===== config.mk =====
export PLATFORM = sky130hd
export DESIGN_NAME = instruction_fetch
export DESIGN_NICKNAME = d
export VERILOG_FILES = /design/src/rtl/instruction_fetch.sv
export SDC_FILE = /design/constraint.sdc
export NUM_CORES = 1
export LEC_CHECK = 0
export BUFFER_PORTS_ARGS = -buffer_cell sky130_fd_sc_hd__buf_2
export CORE_MARGIN = 2
export CORE_UTILIZATION = 27
export DETAILED_ROUTE_END_ITERATION = 8
export GPL_TIMING_DRIVEN = 0
export MAX_ROUTING_LAYER = met4
export PLACE_DENSITY = 0.53
export SLEW_MARGIN = 10
export SYNTH_ARGS = -nofsm -noshare
export SYNTH_HDL_FRONTEND = slang
export SYNTH_SLANG_ARGS = --single-unit

===== constraint.sdc =====
create_clock -name clk -period 4.8 [get_ports clk]
set_clock_uncertainty 0.05 [all_clocks]
set_input_delay 1.44 -clock clk [delete_from_list [all_inputs] [get_ports clk]]
set_output_delay 1.44 -clock clk [all_outputs]
set_load 0.02 [all_outputs]

===== src/rtl/instruction_fetch.sv =====
// rtl/instruction_fetch.sv - fetch stage: PC, icache request, JAL/branch pre-decode, 2-bit predictor, IF/ID register
//
// Ports:
//   clk, rst_n                   clock and asynchronous active-low reset
//   memory_stall                 freezes PC, IF/ID and predictor
//   PC_write                     load-use hold of PC and IF/ID
//   flush, branch_target         redirect from EX
//   update_valid, update_taken   resolved conditional-branch outcome from EX
//   I_ren, I_addr                icache request (word address)
//   I_rdata, I_stall             icache response, same cycle
//   instruction_1, PC_1, prev_taken_1   IF/ID register
//
// Build option: BRANCH_PREDICT_EN enables the global 2-bit predictor for
// conditional branches; without it they are predicted not-taken.

module instruction_fetch (
  input  logic        clk,
  input  logic        rst_n,
  input  logic        memory_stall,
  input  logic        PC_write,
  input  logic        flush,
  input  logic [31:0] branch_target,
  input  logic        update_valid,
  input  logic        update_taken,
  output logic        I_ren,
  output logic [29:0] I_addr,
  input  logic [31:0] I_rdata,
  input  logic        I_stall,
  output logic [31:0] instruction_1,
  output logic [31:0] PC_1,
  output logic        prev_taken_1
);

  localparam logic [31:0] NOP = 32'h00000013;

  // PC kept as a word pointer so PC[1:0] is zero by construction.
  logic [29:0] pc_q, pc_d;
  logic [31:0] instr_q, instr_d;
  logic [31:0] pc1_q, pc1_d;
  logic        taken1_q, taken1_d;

  logic [31:0] pc;
  logic [6:0]  op;
  logic        is_jal, is_br, br_pred_taken, taken;
  logic [31:0] imm_j, imm_b, target, pred_next;

  assign pc     = {pc_q, 2'b00};
  assign I_addr = pc_q;
  assign I_ren  = rst_n;

  // Pre-decode
  assign op     = I_rdata[6:0];
  assign is_jal = (op[6:5] == 2'b11) && (op[3:2] == 2'b11);
  assign is_br  = (op[6:5] == 2'b11) && (op[3:2] == 2'b00);
  assign imm_j  = {{11{I_rdata[31]}}, I_rdata[31], I_rdata[19:12], I_rdata[20],
                   I_rdata[30:21], 1'b0};
  assign imm_b  = {{19{I_rdata[31]}}, I_rdata[31], I_rdata[7], I_rdata[30:25],
                   I_rdata[11:8], 1'b0};
  assign target    = pc + (is_jal ? imm_j : imm_b);
  assign taken     = is_jal | (is_br & br_pred_taken);
  assign pred_next = taken ? target : (pc + 32'd4);

`ifdef BRANCH_PREDICT_EN
  typedef enum logic [1:0] {SNT = 2'd0, WNT = 2'd1, WT = 2'd2, ST = 2'd3} pred_e;
  pred_e pred_q, pred_d;

  always_ff @(posedge clk or negedge rst_n) begin
    if (!rst_n) pred_q <= WNT;
    else        pred_q <= pred_d;
  end

  always_comb begin
    pred_d = pred_q;
    if (!memory_stall && update_valid) begin
      case (pred_q)
        SNT:     pred_d = update_taken ? WNT : SNT;
        WNT:     pred_d = update_taken ? WT  : SNT;
        WT:      pred_d = update_taken ? ST  : WNT;
        default: pred_d = update_taken ? ST  : WT;
      endcase
    end
  end

  // Lookup reads the registered state, so a same-cycle update is not seen.
  assign br_pred_taken = (pred_q == WT) || (pred_q == ST);

  logic unused_bits;
  assign unused_bits = ^{pred_next[1:0], branch_target[1:0]};
`else
  assign br_pred_taken = 1'b0;

  logic unused_bits;
  assign unused_bits = ^{pred_next[1:0], branch_target[1:0], update_valid, update_taken};
`endif

  always_comb begin
    pc_d     = pc_q;
    instr_d  = instr_q;
    pc1_d    = pc1_q;
    taken1_d = taken1_q;
    if (memory_stall) begin
      // hold everything; EX re-presents any flush
    end else if (flush) begin
      pc_d     = branch_target[31:2];
      instr_d  = NOP;
      pc1_d    = 32'd0;
      taken1_d = 1'b0;
    end else if (PC_write) begin
      // hold so decode re-sees the same instruction
    end else if (I_stall) begin
      instr_d  = NOP;
      pc1_d    = 32'd0;
      taken1_d = 1'b0;
    end else begin
      pc_d     = pred_next[31:2];
      instr_d  = I_rdata;
      pc1_d    = pc;
      taken1_d = taken;
    end
  end

  always_ff @(posedge clk or negedge rst_n) begin
    if (!rst_n) begin
      pc_q     <= 30'd0;
      instr_q  <= NOP;
      pc1_q    <= 32'd0;
      taken1_q <= 1'b0;
    end else begin
      pc_q     <= pc_d;
      instr_q  <= instr_d;
      pc1_q    <= pc1_d;
      taken1_q <= taken1_d;
    end
  end

  assign instruction_1 = instr_q;
  assign PC_1          = pc1_q;
  assign prev_taken_1  = taken1_q;

endmodule

# == Word level (Yosys, flattened, before mapping) ==
# Cells that the tools add are included.
# word_totals
ff_bits,95
inputBits,72
output_inout_bits,96
# op_classes
add_sub_neg,2
n_eq_ne,4
muxes,14
bitwise_logic,1
reduce_logical,3
# ops
cell,count
32-bit two-way mux,7
30-bit two-way mux,3
32-bit by 3-bit adder with 32-bit output (second input constant),1
32-bit adder,1
20-bit two-way mux,1
2-bit == test (second input constant),2
1-bit two-way mux,3
3-bit AND reduction,1
2-bit by 1-bit != test with 1-bit output (second input constant),1
2-bit != test (second input constant),1
2-bit AND reduction,1
1-bit logical AND,1
1-bit NOT,1

# == Longest topological paths before layout ==
# depth
word_depth,8
mapped_depth,13

# == Worst setup path before layout ==
# OpenSTA, ideal clock, no wires.
# synth_timing
path_kind,input to register
startpoint,input port I_rdata[2]
endpoint,"register pc_q[26], in the netlist I_addr[26]"
t_arrival_ns,4.327
path_slack_ns,0.296
cell_stages,13
path_cell_list,and4_1 > clkbuf_1 > nand2b_1 > ha_1 > fa_1 > a21o_1 > a22o_1 > o41ai_4 > o31ai_4 > o41ai_4 > o21ai_1 > o31ai_1 > mux2_1
# synth_via
elab_chain_len,8
# synth_rtl
element,line_no,source
from (decl),27,"input logic [31:0] I_rdata,"
2-bit == test *,53,assign is_jal = (op[6:5] == 2'b11) && (op[3:2] == 2'b11);
1-bit logical AND *,53,
20-bit two-way mux,59,assign target = pc + (is_jal ? imm_j : imm_b);
32-bit adder,59,
32-bit two-way mux *,61,assign pred_next = taken ? target : (pc + 32'd4);
30-bit two-way mux *,110,end else if (I_stall) begin
30-bit two-way mux *,108,end else if (PC_write) begin
30-bit two-way mux *,103,end else if (flush) begin
to (signal assigned),129,pc_q <= pc_d;
to (decl),37,"logic [29:0] pc_q, pc_d;"
# Every way passes the cells marked *; elsewhere a longest branch is shown, timed or not. The select of a mux whose other input is x is not followed.
# A chain may end at the register's enable or synchronous reset.

# == Worst setup path after layout ==
# layout_timing
startpoint,input port I_rdata[3]
endpoint,"register pc_q[22], in the netlist I_addr[22]"
# The elaborated chain is that of the path after synthesis.

==> results.py <==
metrics = {
    "min_path": {
        "launch_instance_of_the_worst_min_delay_path": "PC_1[29]",
        "hold_path.class": "reg -> reg",
    },
    "placement": {
        "post-place-ws_ns": -0.507,
        "post_detailed_placement_cell_area_um2": 6270,
        "post-dp-hpwl_um": 13700,
        "gpl.final_weighted_congestion": 0.887,
        "port_buffers": 160,
    },
    "setup_path": {
        "regToRegEndpoint": "I_addr[22]",
        "cp_data_required_time_ns": 4.94,
        "worst-r2r-setup-slack_ns": 1.61,
        "timing.critical_path.cells": "buf_2 > and4_1 > buf_2 > nand2b_1 > ha_1 > fa_1 > a21o_1 > a22o_1 > o41ai_4 > o31ai_4 > o41ai_4 > mux2i_1 > mux2i_1 > a21oi_1",
        "cp_slowest_stage_delay_ns": 0.42,
        "critical_path.reg2reg.startpoint": "I_addr[0]",
        "worst_path_max_delay_cell": "o41ai_4",
        "data_arrival_time_at_the_worst_slack_endpoint_ns": 4.75,
        "ff2ff_path_depth": 10,
        "timing.critical_path.from": "I_rdata[3]",
        "timing.setup.critical_path_class": "in -> reg",
        "critical_path.endpoint": "I_addr[22]",
        "worst_setup_path_end_kind": "register",
        "setup.worst_path.start_class": "input pin",
        "worstPathMaxFanout": 10,
    },
    "pwr": {
        "internal_power_w": 0.00148,
        "sequential_share_of_power": 0.421,
        "pwr_dens_nw_per_um2": 351,
        "power_switching_share": 0.360,
        "power.switching_w": 0.000833,
        "vdd_drop_max_mv": 0.203,
        "cellLeakagePower_nw": 3.34,
        "power.share.clock": 0.293,
        "finalPower_w": 0.00231,
        "pwr-share-comb": 0.286,
    },
    "sta": {
        "period_share": 0.960,
        "rsz0062_at_grt": "false",
        "fmaxAchievable_ghz": 0.217,
        "setup-violations-final": 0,
        "final_max_slew_violation_count": 0,
        "final_hold_viol_count": 0,
        "post-route-min-period_ns": 4.61,
        "hold_slack_ns": 0.429,
        "maxSlewHeadroom": 0.411,
        "worstMarginPinSlew_ns": 0.880,
        "finalWorstSetupSlack_ns": 0.192,
    },
    "floorplan": {
        "initial_utilization": 0.275,
        "floorplan.die.height_um": 142,
        "dieWidth_um": 142,
        "floorplan.rows": 50,
        "dieArea_um2": 20200,
        "pin_count": 168,
        "core-area_um2": 18700,
    },
    "cells_and_area": {
        "fin_area_um2": 6580,
        "multi_input_gate_area_in_the_final_layout_um2": 2660,
        "drive_above_1_share": 0.288,
        "seqCellArea_um2": 2330,
        "final_nets": 781,
        "n_fill_cell": 1937,
        "syn2layout_area_growth_pct": 28.0,
    },
    "cts": {
        "clock-root-buffer": "clkbuf_16",
        "cts-htree-levels": 3,
        "clkSinkCount": 93,
        "clkLatencyLatePin_ns": 0.35,
        "tritoncts.num_buffers": 9,
        "tritoncts": "built",
        "clock_tree.buffer_depth": 2,
        "clk_pin_slew_ns": 0.07,
    },
    "detailed_routing": {
        "postRouteAntennaNets": 0,
        "detailedRoute.firstPassIterationCount": 5,
        "drt_drc_violations_left": 0,
        "drt_first_iter_violations": 282,
        "via_per_inst": 5.14,
        "route.vias.total": 4799,
        "postRouteWirelength_um": 18200,
        "wl_per_cell_um": 19.5,
    },
    "status": {
        "status": "complete, no violations",
    },
    "synth": {
        "synthesis.area_um2": 5140,
        "yosys-top-cells-area": "dfrtp_1 44%, a22o_1 9.7%, ha_1 4.4%",
        "synth_largest_area_cell": "dfrtp_1",
        "synthTopCellsByCount": "90 x dfrtp_1, 57 x a22o_1, 39 x nand2_1",
        "top_count_cell_post_synth": "dfrtp_1",
        "synth_enable_flop_cells": 0,
        "synthDistinctLibCells": 61,
        "ys_dominant_reg_cell": "dfrtp_1",
        "ys_async_sr_fraction": 1.00,
        "synth_seq_area_share": 0.453,
        "post_synthesis_sequential_element_count": 93,
        "netlist.area_leader.share": 0.438,
        "synthesis.yosys.warnings": 0,
        "synthesis.area_per_instance_um2": 9.97,
        "post_synth_inst_count": 516,
    },
    "global_routing": {
        "first_global_vias": 4745,
        "global_route_wire_length_before_repair_um": 27700,
        "overflow_after_grt": 0,
        "grtUsageTotal": 0.188,
        "grt_max_degree": 60,
        "grt_antenna_before_repair": 4,
    },
    "flow_run": {
        "maxCapViolations": 0,
    },
}
-- metrics by stage --
stage | TNS (ns) | std cells | util
3_3_place_gp | -4.86 | 911 | 0.334
2_1_floorplan | 0 | 517 | -
4_1_cts | 0 | 928 | 0.350
6_report | 0 | 934 | 0.352
5_1_grt | 0 | 933 | 0.352
3_5_place_dp | -4.31 | 912 | 0.335
-- per-layer routing --
layer	share of wire	GRT usage	up-vias
met3	0.077	0.0555	13
li1	-	-	2282
met5	0	-	-
met1	0.45	0.245	2333
met4	0.012	0.0463	0
met2	0.46	0.288	171
-- worst min-delay path by stage --
stage | endpoint | slack [ns] | cells past startpoint
final | PC_1[29] | 0.43 | 2
after global routing | PC_1[29] | 0.45 | 2
after CTS | PC_1[29] | 0.43 | 2
after detailed placement | PC_1[31] | 0.41 | 2
after global placement | PC_1[29] | 0.41 | 2
after floorplan | PC_1[31] | 0.54 | 2
-- critical path: cells and delay by family --
family	cells	cell delay, ns
multiplexers	2	0.49
buffers and inverters	2	0.36
adder cells (fa/ha/maj)	2	0.61
AO/OA/AOI/OAI	6	1.43
AND/OR/NAND/NOR	2	0.40
-- logic make-up (layout without fill, tap and decap cells) --
logic type | Yosys count | count (layout) | synth area share
compound gates | 182 | 182 | 0.263
xor+xnor | 16 | 16 | 0.0272
fa+ha+maj | 20 | 20 | 0.0496
buf+inv | 43 | 221 | 0.0341
flops | 93 | 93 | 0.453
mux | 15 | 15 | 0.0294
other cells | 1 | 7 | 0.000729
simple gates | 146 | 146 | 0.142
-- layout by cell type (no fill, tap or decap), types with 6 or more instances in the layout --
| master | synthesis | final |
|---|---|---|
| o21ai_0 | 13 | 13 |
| dfrtp_1 | 90 | 90 |
| a21o_1 | 11 | 11 |
| o22a_1 | 7 | 7 |
| o22ai_1 | 10 | 10 |
| nor3_1 | 6 | 6 |
| mux2i_1 | 14 | 14 |
| clkbuf_1 | 32 | 30 |
| nor2_1 | 32 | 32 |
| and3_1 | 13 | 13 |
| a21oi_1 | 32 | 32 |
| nand3_1 | 12 | 12 |
| buf_2 | 2 | 163 |
| o21ai_1 | 12 | 12 |
| nand2_1 | 39 | 39 |
| ha_1 | 18 | 18 |
| clkbuf_16 | 0 | 9 |
| a22o_1 | 57 | 57 |
| xor2_1 | 7 | 7 |
| xnor2_1 | 9 | 9 |
| and2_1 | 19 | 19 |
-- flip-flops by register name (all words and copies together), names as in the netlist --
name and cells:
PC_1 30, I_addr 30, instruction_1 32, prev_taken_1 1
-- power groups by stage --
stage / clock network [W] / registers (W) / logic [W]
2_1_floorplan: 0 / 0.00109 / 0.000297
3_3_place_gp: 0 / 0.000988 / 0.000656
3_5_place_dp: 0 / 0.000986 / 0.000665
4_1_cts: 0.000696 / 0.000974 / 0.000666
5_1_grt: 0.000733 / 0.000988 / 0.000725
6_report: 0.000677 / 0.000972 / 0.000662
-- layout make-up --
class,count,share of cell area
Clock inverter,7,0.00627
Sequential cell,93,0.354
Clock buffer,9,0.0342
Tap cell,234,0.0445
Timing Repair Buffer,162,0.128
Antenna cell,5,0.00190
Multi-Input combinational cell,381,0.404
Inverter,4,0.00228
Buffer,39,0.0247
-- repair_timing --
action                                  in CTS  in global routing
setup buffers                                0                  1
pin swaps                                    0                  1
gates resized for setup                      1                  7
cloned                                       0                  0
endpoints found under the setup margin       6                  9
hold buffers                                 0                  0
No activity file was read; power rests on OpenSTA's default activity.
